`config.mk`:
```
export PLATFORM = sky130hd
export DESIGN_NAME = mram_access_arbiter
export DESIGN_NICKNAME = d
export VERILOG_FILES = /design/src/rtl/mram_access_arbiter.sv
export SDC_FILE = /design/constraint.sdc
export NUM_CORES = 1
export LEC_CHECK = 0
export BUFFER_PORTS_ARGS = -buffer_cell sky130_fd_sc_hd__clkbuf_2
export CAP_MARGIN = 20
export CORE_MARGIN = 2
export CORE_UTILIZATION = 45
export DETAILED_ROUTE_END_ITERATION = 10
export PLACE_DENSITY = 0.78
export SYNTH_ARGS = -nofsm -noshare
export SYNTH_HDL_FRONTEND = slang
export SYNTH_SLANG_ARGS = --single-unit
```
`constraint.sdc`:
```
create_clock -name clk -period 3.45 [get_ports clk]
set_clock_uncertainty 0.1 [all_clocks]
set_input_delay 0.69 -clock clk [delete_from_list [all_inputs] [get_ports clk]]
set_output_delay 0.69 -clock clk [all_outputs]
set_load 0.01 [all_outputs]
```
`src/rtl/mram_access_arbiter.sv`:
```
// mram_access_arbiter
//   Shares one parallel MRAM port between two requesters. Round-robin
//   arbitration latches the winning command, then the FSM walks the active-low
//   strobes through SETUP, ACCESS and RECOVER phases. It returns read data and
//   a one-cycle completion pulse to the granted port.
//
// Ports
//   clk, rst            : rising-edge clock, synchronous active-low reset
//   req/we/addr/wdata 0 : port 0 command (req held until ack0)
//   req/we/addr/wdata 1 : port 1 command (req held until ack1)
//   ack0, ack1          : one-cycle completion pulse per port
//   rdata               : read data, valid in the ack cycle, held afterwards
//   busy                : high whenever the FSM is not idle
//   mram_addr           : MRAM address bus
//   mram_dq_out/_oe     : write data and its bus-drive enable
//   mram_dq_in          : data returned from the MRAM
//   chip_en, write_en, out_en, lower_byte_en, upper_byte_en : MRAM strobes, active-low
module mram_access_arbiter #(
  parameter int SETUP_CYC   = 2,
  parameter int ACCESS_CYC  = 3,
  parameter int RECOVER_CYC = 1,
  parameter int ADDR_W      = 20,
  parameter int DATA_W      = 16
) (
  input  logic              clk,
  input  logic              rst,
  input  logic              req0,
  input  logic              we0,
  input  logic [ADDR_W-1:0] addr0,
  input  logic [DATA_W-1:0] wdata0,
  output logic              ack0,
  input  logic              req1,
  input  logic              we1,
  input  logic [ADDR_W-1:0] addr1,
  input  logic [DATA_W-1:0] wdata1,
  output logic              ack1,
  output logic [DATA_W-1:0] rdata,
  output logic              busy,
  output logic [ADDR_W-1:0] mram_addr,
  output logic [DATA_W-1:0] mram_dq_out,
  output logic              mram_dq_oe,
  input  logic [DATA_W-1:0] mram_dq_in,
  output logic              chip_en,
  output logic              write_en,
  output logic              out_en,
  output logic              lower_byte_en,
  output logic              upper_byte_en
);

  typedef enum logic [1:0] {IDLE, SETUP, ACCESS, RECOVER} state_t;

  // Phase counter counts down to zero; the load value is length-1.
  localparam logic [7:0] SETUP_LD   = 8'(SETUP_CYC - 1);
  localparam logic [7:0] ACCESS_LD  = 8'(ACCESS_CYC - 1);
  localparam logic [7:0] RECOVER_LD = 8'(RECOVER_CYC - 1);

  state_t            state, state_d;
  logic [7:0]        cnt, cnt_d;
  logic              rr_ptr, rr_ptr_d;
  logic              cmd_we, cmd_we_d;
  logic              cmd_port, cmd_port_d;
  logic              win;

  logic [ADDR_W-1:0] addr_d;
  logic [DATA_W-1:0] dq_out_d, rdata_d;
  logic              active, first_rec;
  logic              dq_oe_d, ack0_d, ack1_d, busy_d;
  logic              chip_en_d, write_en_d, out_en_d;

  // Next-state logic, including arbitration and command latching.
  always_comb begin
    state_d    = state;
    cnt_d      = cnt;
    rr_ptr_d   = rr_ptr;
    cmd_we_d   = cmd_we;
    cmd_port_d = cmd_port;
    win        = 1'b0;
    unique case (state)
      IDLE: begin
        if (req0 || req1) begin
          if (req0 && req1) begin
            win      = rr_ptr;
            rr_ptr_d = ~rr_ptr;
          end else begin
            win = req1;
          end
          cmd_port_d = win;
          cmd_we_d   = win ? we1 : we0;
          state_d    = SETUP;
          cnt_d      = SETUP_LD;
        end
      end
      SETUP: begin
        if (cnt == 8'd0) begin
          state_d = ACCESS;
          cnt_d   = ACCESS_LD;
        end else begin
          cnt_d = cnt - 8'd1;
        end
      end
      ACCESS: begin
        if (cnt == 8'd0) begin
          state_d = RECOVER;
          cnt_d   = RECOVER_LD;
        end else begin
          cnt_d = cnt - 8'd1;
        end
      end
      RECOVER: begin
        if (cnt == 8'd0) begin
          state_d = IDLE;
          cnt_d   = 8'd0;
        end else begin
          cnt_d = cnt - 8'd1;
        end
      end
      default: begin
        state_d = IDLE;
        cnt_d   = 8'd0;
      end
    endcase
  end

  // Output logic: every output is computed from the next state so that the
  // registered pins line up with the state they describe.
  always_comb begin
    addr_d   = mram_addr;
    dq_out_d = mram_dq_out;
    rdata_d  = rdata;
    // mram_addr / mram_dq_out double as the latched command address and data.
    if (state == IDLE && state_d == SETUP) begin
      addr_d = win ? addr1 : addr0;
      if (cmd_we_d) dq_out_d = win ? wdata1 : wdata0;
    end
    // Read data is sampled at the edge that closes the last ACCESS cycle.
    if (state == ACCESS && cnt == 8'd0 && !cmd_we) rdata_d = mram_dq_in;

    active     = (state_d == SETUP) || (state_d == ACCESS);
    first_rec  = (state == ACCESS) && (state_d == RECOVER);
    chip_en_d  = ~active;
    write_en_d = ~((state_d == ACCESS) && cmd_we_d);
    out_en_d   = ~((state_d == ACCESS) && !cmd_we_d);
    // Write data stays driven through the first RECOVER cycle for hold time.
    dq_oe_d    = cmd_we_d && (active || first_rec);
    ack0_d     = first_rec && !cmd_port;
    ack1_d     = first_rec && cmd_port;
    busy_d     = (state_d != IDLE);
  end

  // State and registered outputs.
  always_ff @(posedge clk) begin
    if (!rst) begin
      state         <= IDLE;
      cnt           <= 8'd0;
      rr_ptr        <= 1'b0;
      cmd_we        <= 1'b0;
      cmd_port      <= 1'b0;
      ack0          <= 1'b0;
      ack1          <= 1'b0;
      busy          <= 1'b0;
      rdata         <= '0;
      mram_addr     <= '0;
      mram_dq_out   <= '0;
      mram_dq_oe    <= 1'b0;
      chip_en       <= 1'b1;
      write_en      <= 1'b1;
      out_en        <= 1'b1;
      lower_byte_en <= 1'b1;
      upper_byte_en <= 1'b1;
    end else begin
      state         <= state_d;
      cnt           <= cnt_d;
      rr_ptr        <= rr_ptr_d;
      cmd_we        <= cmd_we_d;
      cmd_port      <= cmd_port_d;
      ack0          <= ack0_d;
      ack1          <= ack1_d;
      busy          <= busy_d;
      rdata         <= rdata_d;
      mram_addr     <= addr_d;
      mram_dq_out   <= dq_out_d;
      mram_dq_oe    <= dq_oe_d;
      chip_en       <= chip_en_d;
      write_en      <= write_en_d;
      out_en        <= out_en_d;
      lower_byte_en <= chip_en_d;
      upper_byte_en <= chip_en_d;
    end
  end

endmodule

```
==> flow_metrics.tcl <==
set metrics [dict create \
    status "complete, no violations" \
    final.min_clock_period_ps 2830 \
    worstPathArrival_ps 2970 \
    finalMaxSlewViolations 0 \
    cp.required_ps 3590 \
    ir_drop_mv 0.480 \
    syn_nets 452 \
    drcViolationCount 0 \
    cap_violations 0 \
    async_reset_ff_share_pct 0 \
    globalplace.congestion 0.836 \
    cts_buffers 9 \
    hp-class "flop to flop" \
    drt-initial-drc-count 132 \
    die_width_um 89.6 \
    synth_seq_cells 72 \
    hold_buffers 0 \
    slowest_stage "nor4_4" \
    synthMuxAreaShare_pct 9.70 \
    use_met1_pct 21.3 \
    wl_per_cell_um 12.6 \
    hold_viol_final 0 \
    clkSinkCount 72 \
    yosys.area_share.xor_xnor_pct 0.531 \
    busiest_layer "met2" \
    clk_path_buf_depth 2 \
    cpLargestDelayFamily "simple AND/OR/NAND/NOR gates" \
    portBuffers 154 \
    core_um2 7180 \
    worstPathCellList "nor4_4 > nand3_4 > nor3b_1 > a211o_2 > ha_1 > o311ai_0 > a31oi_2 > buf_4 > nand2_1 > o211a_1" \
    drt-pass1-iter-count 4 \
    tns_ps 0 \
    synth_flop_cell "dfxtp_1" \
    synth_cells 354 \
    grt_remaining_overflow 0 \
    synth-edff-count 0 \
    synth_area_leaders "dfxtp_1 44%, o211a_1 11%, mux2i_1 9.7%" \
    max_clock_freq_mhz 353 \
    min-delay-start "cmd_port$_SDFFE_PN0P_" \
    rsz0062_at_grt "no" \
    reg2reg_slack_ps 620 \
    synth_top_area_share_pct 43.7 \
    chipHeight_um 89.6 \
    critical_path_class "flop to flop" \
    die_area_um2 8040 \
    relSlewSlack_pct 36.7 \
    antenna_found_initial 0 \
    rr_startpoint "cnt[3]$_SDFFE_PN0P_" \
    viasPerCell 5.10 \
    drive_above_1_share_pct 37.5 \
    instances_no_fill 601 \
    wl_um 7600 \
    clk_latency_ps 340 \
    via_count 3067 \
    r2r-end "mram_dq_out[3]$_SDFFE_PN0P_" \
    cp-start-kind "flop" \
    cts_tree "done" \
    h-tree-depth 3 \
    min_to "ack0$_SDFF_PN0_" \
    clock-root-buffer "clkbuf_8" \
    grt_max_degree 52 \
    cp_slowest_stage_delay_ps 470 \
    syn-mean-instance-area_um2 9.32 \
    synth_area_um2 3300 \
    yosys.area_share.simple_pct 23.3 \
    cts_repair_resize_count 0 \
    clk_pin_slew_worst_paths_ps 70 \
    met2_usage_pct 34.5 \
    synth_area_leader_cell "dfxtp_1" \
    end_kind "flop" \
    placed_cells 585 \
    grt_util_all_layers_pct 19.4 \
    whs_path_depth 1 \
    use_met3_pct 5.58 \
    grt_pass1_wl_um 12300 \
    path_max_fanout 32 \
    ios 155 \
    antenna_cells 0 \
    dp_hpwl_um 5570 \
    ys_warn_count 0 \
    ant_nets 0 \
    synth_top_family_by_area "simple AND/OR/NAND/NOR gates" \
    post_cts_buffers 0 \
    ys_seq_area_share_pct 43.7 \
    synth_cell_type_count 43 \
    critPathBufInv 1 \
    period_share_pct 82.0 \
    p_leak_nw 2.41 \
    power_density_nw_per_um2 865 \
    tightestPinTransition_ps 949 \
    area_growth_pct 31.8 \
    start_util_pct 46.0 \
    r2r_cells 10 \
    grt_pass1_vias 2927 \
    rows 31 \
    synth-adder-area-share_pct 1.52 \
    setup_violations 0 \
    synth-compound-area-share_pct 16.2 \
    fin_nets 595 \
]
==> flip-flops by register name, summed over array words and instances (netlist names), 2 cells and up <==
signal / count
mram_addr: 20
mram_dq_out: 16
rdata: 16
cnt: 8
state: 2
==> stage by stage <==
step | power, mW | setup WS (ps) | utilization, % | area [um2] | hold slack, ps
floorplan | 2.56 | 882 | - | 3300 | 297
global placement | 2.94 | 783 | 57.3 | 4110 | 342
detailed placement | 2.99 | 615 | 57.3 | 4110 | 343
CTS | 3.79 | 612 | 60.6 | 4350 | 352
global route | 4.08 | 391 | 60.6 | 4350 | 367
finish | 3.76 | 621 | 60.6 | 4350 | 358
==> cell usage after synthesis, types with 2 or more instances <==
cell and number:
dfxtp_1 72, nand2_1 45, nand3_1 45, o211a_1 36, mux2i_1 32, nor2b_1 21, clkbuf_1 20, nor2_1 11
a21oi_1 6, o21ai_0 6, buf_2 5, inv_1 5, and2_1 4, ha_1 4, nand2b_1 4, nor3_1 4
a31oi_1 3, and3_1 3, a21boi_0 2, buf_4 2, xor2_1 2
==> area by class of cell <==
cell class / count / area, um2
Fill cell: 635 / 2830
Multi-Input combinational cell: 247 / 1700
Clock inverter: 4 / 73.8
Clock buffer: 12 / 165
Sequential cell: 72 / 1440
Tap cell: 99 / 124
Inverter: 5 / 18.8
Timing Repair Buffer: 162 / 831
==> routing by layer <==
| metal | wire [um] | share of wire (%) |
|---|---|---|
| met5 | 0 | 0 |
| met4 | 153 | 2.0 |
| met3 | 595 | 7.8 |
| met2 | 3530 | 46 |
| met1 | 3320 | 44 |
==> how the worst max path moves through the flow <==
stage / cells past startpoint / to / start / slack, ps
2_1_floorplan: 10 / mram_dq_out[12]$_SDFFE_PN0P_ / req1 / 880
6_report: 10 / mram_dq_out[3]$_SDFFE_PN0P_ / cnt[3]$_SDFFE_PN0P_ / 620
3_5_place_dp: 10 / mram_dq_out[11]$_SDFFE_PN0P_ / cnt[3]$_SDFFE_PN0P_ / 620
4_1_cts: 10 / mram_dq_out[11]$_SDFFE_PN0P_ / cnt[3]$_SDFFE_PN0P_ / 610
5_1_grt: 10 / mram_dq_out[2]$_SDFFE_PN0P_ / cnt[3]$_SDFFE_PN0P_ / 390
3_3_place_gp: 10 / mram_dq_out[1]$_SDFFE_PN0P_ / cnt[3]$_SDFFE_PN0P_ / 780
==> kinds of logic (layout without fill, tap and decap cells) <==
family	Yosys count	count (layout)
AO/OA/AOI/OAI	62	62
XOR/XNOR	2	2
adder cells (fa/ha/maj)	4	4
buffers and inverters	35	183
flip-flops	72	72
multiplexers	32	32
AND/OR/NAND/NOR	147	147
==> placed cells by master (no fill, tap or decap), types with 2 or more instances in the layout <==
cell type	count
o21ai_0	6
nand2b_1	4
clkbuf_8	12
a21oi_1	6
xor2_1	2
o211a_1	36
a31oi_1	2
nor3_1	4
dfxtp_1	72
nor2b_1	21
nand3_1	45
nand2_1	45
nor2_1	11
and2_1	4
buf_4	8
inv_1	5
a21boi_0	2
mux2i_1	32
ha_1	4
and3_1	3
clkbuf_2	154
bufinv_16	2
==> report_power, final <==
group / internal (mW) / leakage [nW] / switching [mW]
combinational: 0.772 / 1.70 / 0.993
clock: 0.468 / 0.123 / 0.303
sequential: 1.06 / 0.590 / 0.162
total: 2.30 / 2.41 / 1.46
No activity file was read; power rests on OpenSTA's default activity.
